`config.mk`:
```
export PLATFORM = sky130hd
export DESIGN_NAME = fmap_fb_writer_flat
export DESIGN_NICKNAME = d
export VERILOG_FILES = /design/src/rtl/fmap_fb_writer_if.sv /design/src/rtl/fmap_fb_writer.sv /design/src/flat_wrapper.sv
export SDC_FILE = /design/constraint.sdc
export NUM_CORES = 1
export LEC_CHECK = 0
export ABC_AREA = 1
export CORE_MARGIN = 2
export CORE_UTILIZATION = 40
export CTS_CLUSTER_SIZE = 25
export DETAILED_ROUTE_END_ITERATION = 8
export PLACE_DENSITY = 0.76
export SYNTH_ARGS = -nofsm -noshare
export SYNTH_HDL_FRONTEND = slang
export SYNTH_SLANG_ARGS = --single-unit
```
`constraint.sdc`:
```
create_clock -name clk -period 3.5 [get_ports clk]
set_input_delay 0.525 -clock clk [delete_from_list [all_inputs] [get_ports clk]]
set_output_delay 0.525 -clock clk [all_outputs]
set_load 0.01 [all_outputs]
```
`src/rtl/fmap_fb_writer_if.sv`:
```
// rtl/fmap_fb_writer_if.sv - pixel-in / framebuffer-write bundle for fmap_fb_writer
// master drives pixels and reads writes; slave is the writer block.
interface fmap_fb_writer_if #(
   parameter int RW     = 10,
   parameter int ADDR_W = 19
);
   logic              frame_start;
   logic              pixel_valid;
   logic [7:0]        gray_pixel;
   logic [RW-1:0]     pixel_row;
   logic              bram_we;
   logic [ADDR_W-1:0] bram_addr;
   logic [7:0]        bram_wdata;
   logic              col_done;
   logic              frame_done;
   logic              seq_err;

   modport master (
      output frame_start, pixel_valid, gray_pixel, pixel_row,
      input  bram_we, bram_addr, bram_wdata, col_done, frame_done, seq_err
   );

   modport slave (
      input  frame_start, pixel_valid, gray_pixel, pixel_row,
      output bram_we, bram_addr, bram_wdata, col_done, frame_done, seq_err
   );
endinterface

```
`src/rtl/fmap_fb_writer.sv`:
```
// rtl/fmap_fb_writer.sv - writes a column-ordered feature map into a linear framebuffer
// Optional FMAP_FB_BINARIZE_EN: threshold pixels at 8'h80 to 8'h00/8'hFF.
module fmap_fb_writer #(
   parameter int PIX_W  = 24,
   parameter int PIX_H  = 24,
   parameter int X_SIZE = 640,
   parameter int Y_SIZE = 480,
   parameter int X_OFF  = 0,
   parameter int Y_OFF  = 0
) (
   input logic             clk,
   input logic             rst,
   fmap_fb_writer_if.slave fb
);
   localparam int ADDR_W = $clog2(X_SIZE * Y_SIZE);
   localparam int RW     = $clog2(X_SIZE);
   localparam int CW     = (PIX_W > 1) ? $clog2(PIX_W) : 1;

   typedef enum logic {IDLE, FILL} state_t;

   state_t            state_q, state_d, state_base;
   logic [RW-1:0]     row_q, row_d, row_base;
   logic [CW-1:0]     col_q, col_d, col_base;
   logic              err_q, err_d, err_base;
   logic              we_q, we_d;
   logic              cd_q, cd_d;
   logic              fd_q, fd_d;
   logic [ADDR_W-1:0] addr_q, addr_d;
   logic [7:0]        wdata_q, wdata_d;
   logic [7:0]        pix_data;
   logic              row_ok, row_last, col_last;

`ifdef FMAP_FB_BINARIZE_EN
   assign pix_data = fb.gray_pixel[7] ? 8'hFF : 8'h00;
`else
   assign pix_data = fb.gray_pixel;
`endif

   assign row_ok   = 32'(fb.pixel_row) < PIX_H;
   assign row_last = 32'(fb.pixel_row) == PIX_H - 1;
   assign col_last = 32'(col_base) == PIX_W - 1;

   always_ff @(posedge clk) begin
      if (rst) begin
         state_q <= IDLE;
         row_q   <= '0;
         col_q   <= '0;
         err_q   <= 1'b0;
         we_q    <= 1'b0;
         cd_q    <= 1'b0;
         fd_q    <= 1'b0;
         addr_q  <= '0;
         wdata_q <= '0;
      end else begin
         state_q <= state_d;
         row_q   <= row_d;
         col_q   <= col_d;
         err_q   <= err_d;
         we_q    <= we_d;
         cd_q    <= cd_d;
         fd_q    <= fd_d;
         addr_q  <= addr_d;
         wdata_q <= wdata_d;
      end
   end

   always_comb begin
      // frame_start clears first so a coincident pixel lands in column 0
      state_base = fb.frame_start ? IDLE : state_q;
      row_base   = fb.frame_start ? '0 : row_q;
      col_base   = fb.frame_start ? '0 : col_q;
      err_base   = fb.frame_start ? 1'b0 : err_q;

      state_d = state_base;
      row_d   = row_base;
      col_d   = col_base;
      err_d   = err_base;
      we_d    = 1'b0;
      cd_d    = 1'b0;
      fd_d    = 1'b0;
      addr_d  = addr_q;
      wdata_d = wdata_q;

      case (state_base)
         IDLE, FILL: begin
            if (fb.pixel_valid) begin
               if (!row_ok) begin
                  err_d = 1'b1;
               end else begin
                  we_d    = 1'b1;
                  wdata_d = pix_data;
                  addr_d  = (ADDR_W'(Y_OFF) + ADDR_W'(fb.pixel_row)) * ADDR_W'(X_SIZE)
                          + ADDR_W'(X_OFF) + ADDR_W'(col_base);
                  if (fb.pixel_row != row_base)
                     err_d = 1'b1;
                  if (row_last) begin
                     row_d   = '0;
                     cd_d    = 1'b1;
                     state_d = IDLE;
                     if (col_last) begin
                        col_d = '0;
                        fd_d  = 1'b1;
                     end else begin
                        col_d = col_base + CW'(1);
                     end
                  end else begin
                     row_d   = fb.pixel_row + RW'(1);
                     state_d = FILL;
                  end
               end
            end
         end
         default: state_d = IDLE;
      endcase
   end

   assign fb.bram_we    = we_q;
   assign fb.bram_addr  = addr_q;
   assign fb.bram_wdata = wdata_q;
   assign fb.col_done   = cd_q;
   assign fb.frame_done = fd_q;
   assign fb.seq_err    = err_q;
endmodule

```
`src/flat_wrapper.sv`:
```
// flat-port wrapper written by rule: the top's interface ports become plain ports
module fmap_fb_writer_flat 
#(
   parameter int PIX_W  = 24,
   parameter int PIX_H  = 24,
   parameter int X_SIZE = 640,
   parameter int Y_SIZE = 480,
   parameter int X_OFF  = 0,
   parameter int Y_OFF  = 0
)
  (clk, rst, fb_frame_start, fb_pixel_valid, fb_gray_pixel, fb_pixel_row, fb_bram_we, fb_bram_addr, fb_bram_wdata, fb_col_done, fb_frame_done, fb_seq_err);
  fmap_fb_writer_if #(.RW(10), .ADDR_W(19)) fb_i ();
  input logic clk;
  input logic rst;
  input wire logic [$bits(fb_i.frame_start)-1:0] fb_frame_start;
  input wire logic [$bits(fb_i.pixel_valid)-1:0] fb_pixel_valid;
  input wire logic [$bits(fb_i.gray_pixel)-1:0] fb_gray_pixel;
  input wire logic [$bits(fb_i.pixel_row)-1:0] fb_pixel_row;
  output wire logic [$bits(fb_i.bram_we)-1:0] fb_bram_we;
  output wire logic [$bits(fb_i.bram_addr)-1:0] fb_bram_addr;
  output wire logic [$bits(fb_i.bram_wdata)-1:0] fb_bram_wdata;
  output wire logic [$bits(fb_i.col_done)-1:0] fb_col_done;
  output wire logic [$bits(fb_i.frame_done)-1:0] fb_frame_done;
  output wire logic [$bits(fb_i.seq_err)-1:0] fb_seq_err;
  assign fb_i.frame_start = fb_frame_start;
  assign fb_i.pixel_valid = fb_pixel_valid;
  assign fb_i.gray_pixel = fb_gray_pixel;
  assign fb_i.pixel_row = fb_pixel_row;
  assign fb_bram_we = fb_i.bram_we;
  assign fb_bram_addr = fb_i.bram_addr;
  assign fb_bram_wdata = fb_i.bram_wdata;
  assign fb_col_done = fb_i.col_done;
  assign fb_frame_done = fb_i.frame_done;
  assign fb_seq_err = fb_i.seq_err;
  fmap_fb_writer #(.PIX_W(PIX_W), .PIX_H(PIX_H), .X_SIZE(X_SIZE), .Y_SIZE(Y_SIZE), .X_OFF(X_OFF), .Y_OFF(Y_OFF)) u_core (.clk(clk), .rst(rst), .fb(fb_i));
endmodule
```
==> metrics.md <==
| Metric | Value |
|---|---|
| Min Tclk post-route | `2.504 ns` |
| FFs w/ async S/R, synth | `0` |
| Rows | `28` |
| Layout cells sized above 1 | `0.04439` |
| Final Net Count | `423` |
| Comb pwr share | `0.148` |
| Vias in the first global route | `2004` |
| Max cap viols | `0` |
| CTS tree | `yes` |
| Critical path class | `in -> reg` |
| Initial Util | `0.4088` |
| Post-DP HPWL | `3668 microns` |
| Core area | `5816 sq um` |
| Pre-Repair DR Iteration Count | `4` |
| R2R Setup Slk | `2.10 ns` |
| Clock power frac | `0.383` |
| Synth Warn # | `0` |
| # hold bufs at CTS | `0` |
| Num CTS Buffers | `5` |
| Setup crit end kind | `register` |
| Count leader, synth | `nand2_1` |
| Area Growth Syn to Fin | `26.63%` |
| Clock latency on the worst-skew pair | `0.30 ns` |
| R2R depth | `10` |
| Die ar. | `6576 sq um` |
| PnR worst setup slack | `0.9961 ns` |
| NetSw | `0.0002690 W` |
| #FFs+latches synth | `44` |
| Post-CTS resize count | `0` |
| Chip width | `81.09 microns` |
| Area contributors post-synth | `dfxtp_1 (37%), nand2_1 (12%), ha_1 (9.5%)` |
| Clk buf depth | `2` |
| Antenna Diode Count | `0` |
| Fmax | `0.3994 GHz` |
| Synth Flop Type | `dfxtp_1` |
| Endpoints failing setup | `0` |
| Drt drc | `0` |
| Sequential power share | `0.470` |
| P_leak | `1.317 nW` |
| Total Power | `0.001077 W` |
| Synth top area share | `0.3705` |
| Detailed-route vias per instance | `4.793` |
| Die height | `81.09 microns` |
| EDFF count, synth | `0` |
| Total negative slack | `0 ns` |
| Period utilisation layout | `0.7154` |
| Critical-path maximum fanout | `7` |
| HP Class | `reg -> reg` |
| Total grt overflow | `0` |
| All-Layer GR Usage | `0.1673` |
| Top cells by instance count after synthesis | `nand2_1 (77), nor2_1 (55), dfxtp_1 (44)` |
| Clock Sinks | `44` |
| Post-Syn Area | `2377 sq um` |
| Final Util | `0.5176` |
| RSZ-0062 raised after global routing | `no` |
| Via count | `2195` |
| Seq/Total Area, Yosys | `0.3705` |
| Clk root buf | `clkbuf_8` |
| Worst r2r src | `u_core.col_q[0]$_SDFF_PP0_` |
| Worst-path clk slew | `0.08 ns` |
| Initial antenna violation count | `0` |
| CP required | `3.73 ns` |
| IO Count | `53` |
| Hold Path Depth | `2` |
| P_int | `0.0008077 W` |
| PortBufs | `50` |
| Critical path arrival | `2.74 ns` |
| Outcome | `complete, no violations` |
| Global placement routability congestion | `0.7974` |
| WL per Instance | `11.48 microns` |
| Cells after synthesis | `337` |
| First-pass GRT wire length | `8694 microns` |
| Worst vdd ir | `0.2305 mV` |
| H-Tree Depth | `2` |
| Sw frac | `0.2499` |
| Iteration-0 DRC Markers | `82` |
| Post-place setup slack | `0.6792 ns` |
| Worst hold start | `u_core.fb.seq_err$_SDFF_PP0_` |
| Pwr Density | `357.7 nW/um^2` |
| Number of routed nets with antenna violations | `0` |
| Skew final | `0.008725 ns` |
| Slew Viols, Final | `0` |
| Area leader, netlist | `dfxtp_1` |
| Slew @ Worst Pin | `0.7341 ns` |
| Post-CTS Setup Bufs | `0` |
| Syn_area_per_cell | `7.054 sq um` |
| Final hold violation count | `0` |
| Max-slew headroom | `0.5100` |
| Hold EP | `u_core.fb.seq_err$_SDFF_PP0_` |
| Largest net degree at the start of global routing | `44` |
| Post-synth cell types | `33` |
| Startpoint types | `input pin` |
| RR Endpoint | `u_core.col_q[3]$_SDFF_PP0_` |
| WL final | `5259 microns` |
## per-layer routing
| metal | up-vias | global-route usage | share of wire |
|---|---|---|---|
| met5 | - | 0 | 0 |
| met1 | 976 | 0.2005 | 0.47 |
| li1 | 1162 | - | - |
| met4 | 0 | 0.04576 | 0.0076 |
| met3 | 4 | 0.04444 | 0.057 |
| met2 | 53 | 0.2942 | 0.47 |
## cell usage in the layout, fill, tap and decap left out, drive strengths merged, types with 2 or more instances in the layout
cell type / Yosys / final
ha: 18 / 18
dfxtp: 44 / 44
conb: 1 / 2
inv: 36 / 36
nor2: 58 / 58
nand3: 15 / 15
clkbuf: 4 / 6
a21oi: 23 / 23
nor3: 6 / 6
nand2: 79 / 79
o21ai: 29 / 29
xor2: 4 / 4
xnor2: 2 / 2
clkdlybuf4s50: 0 / 50
## worst max-delay path, cell delays in order
cell	delay, ns
clkdlybuf4s50_1	0.57
ha_1	0.39
inv_1	0.07
fa_1	0.45
o21ai_0	0.29
nand2_1	0.11
o21ai_0	0.16
nand2_1	0.06
a21oi_1	0.11
## through the flow
step,area (sq um),cells,hold slack (ns)
3_3_place_gp,2889,450,0.4585
3_5_place_dp,2889,450,0.4638
5_1_grt,3010,458,0.4927
2_1_floorplan,2381,338,0.4503
4_1_cts,3010,458,0.4766
6_report,3010,458,0.4699
## worst max-delay path by stage
stage	startpoint	end	slack, ns	cells after the start
floorplan	fb_pixel_row[1]	u_core.fb.bram_addr[16]$_SDFFE_PP0P_	1.42	10
global placement	fb_pixel_row[1]	u_core.fb.bram_addr[16]$_SDFFE_PP0P_	0.73	11
detailed placement	fb_pixel_row[4]	u_core.fb.bram_addr[18]$_SDFFE_PP0P_	0.68	9
CTS	fb_pixel_row[4]	u_core.fb.bram_addr[18]$_SDFFE_PP0P_	0.98	9
global route	fb_pixel_row[4]	u_core.fb.bram_addr[18]$_SDFFE_PP0P_	0.85	9
finish	fb_pixel_row[4]	u_core.fb.bram_addr[18]$_SDFFE_PP0P_	1.0	9
## sequential cells by signal (all words and copies together), names as in the netlist
signal and flops:
u_core.row_q 10, u_core.col_q 5, u_core.fb.frame_done 1, u_core.fb.bram_wdata 8
u_core.fb.bram_we 1, u_core.fb.bram_addr 17, u_core.fb.seq_err 1, u_core.fb.col_done 1
## power by group through the flow
stage                     combinational (W)  clock [W]  sequential [W]
after floorplan                   0.0000991          0        0.000519
after global placement             0.000156          0        0.000518
after detailed placement           0.000157          0        0.000518
after CTS                          0.000159   0.000423        0.000506
after global routing               0.000181   0.000446        0.000506
final                              0.000159   0.000412        0.000506
## layout make-up
type | count | area, sq um
Fill cell | 589 | 2805
Multi-Input combinational cell | 244 | 1264
Sequential cell | 44 | 880.8
Timing Repair Buffer | 51 | 508.0
Inverter | 36 | 142.6
Tap cell | 75 | 93.84
Clock buffer | 6 | 82.58
Clock inverter | 2 | 38.79
## cell families (layout without fill, tap and decap cells)
| kind of cell | Yosys count | in the layout | share of synthesized area |
|---|---|---|---|
| AOI/OAI and AO/OA | 57 | 57 | 0.1274 |
| xor gates and xnor gates | 6 | 6 | 0.02211 |
| adders and majority gates | 19 | 19 | 0.1032 |
| buffers and inverters | 50 | 95 | 0.09947 |
| DFF | 44 | 44 | 0.3705 |
| other | 1 | 2 | 0.001577 |
| and+or+nand+nor | 160 | 160 | 0.2758 |
No activity file was read; power rests on OpenSTA's default activity.
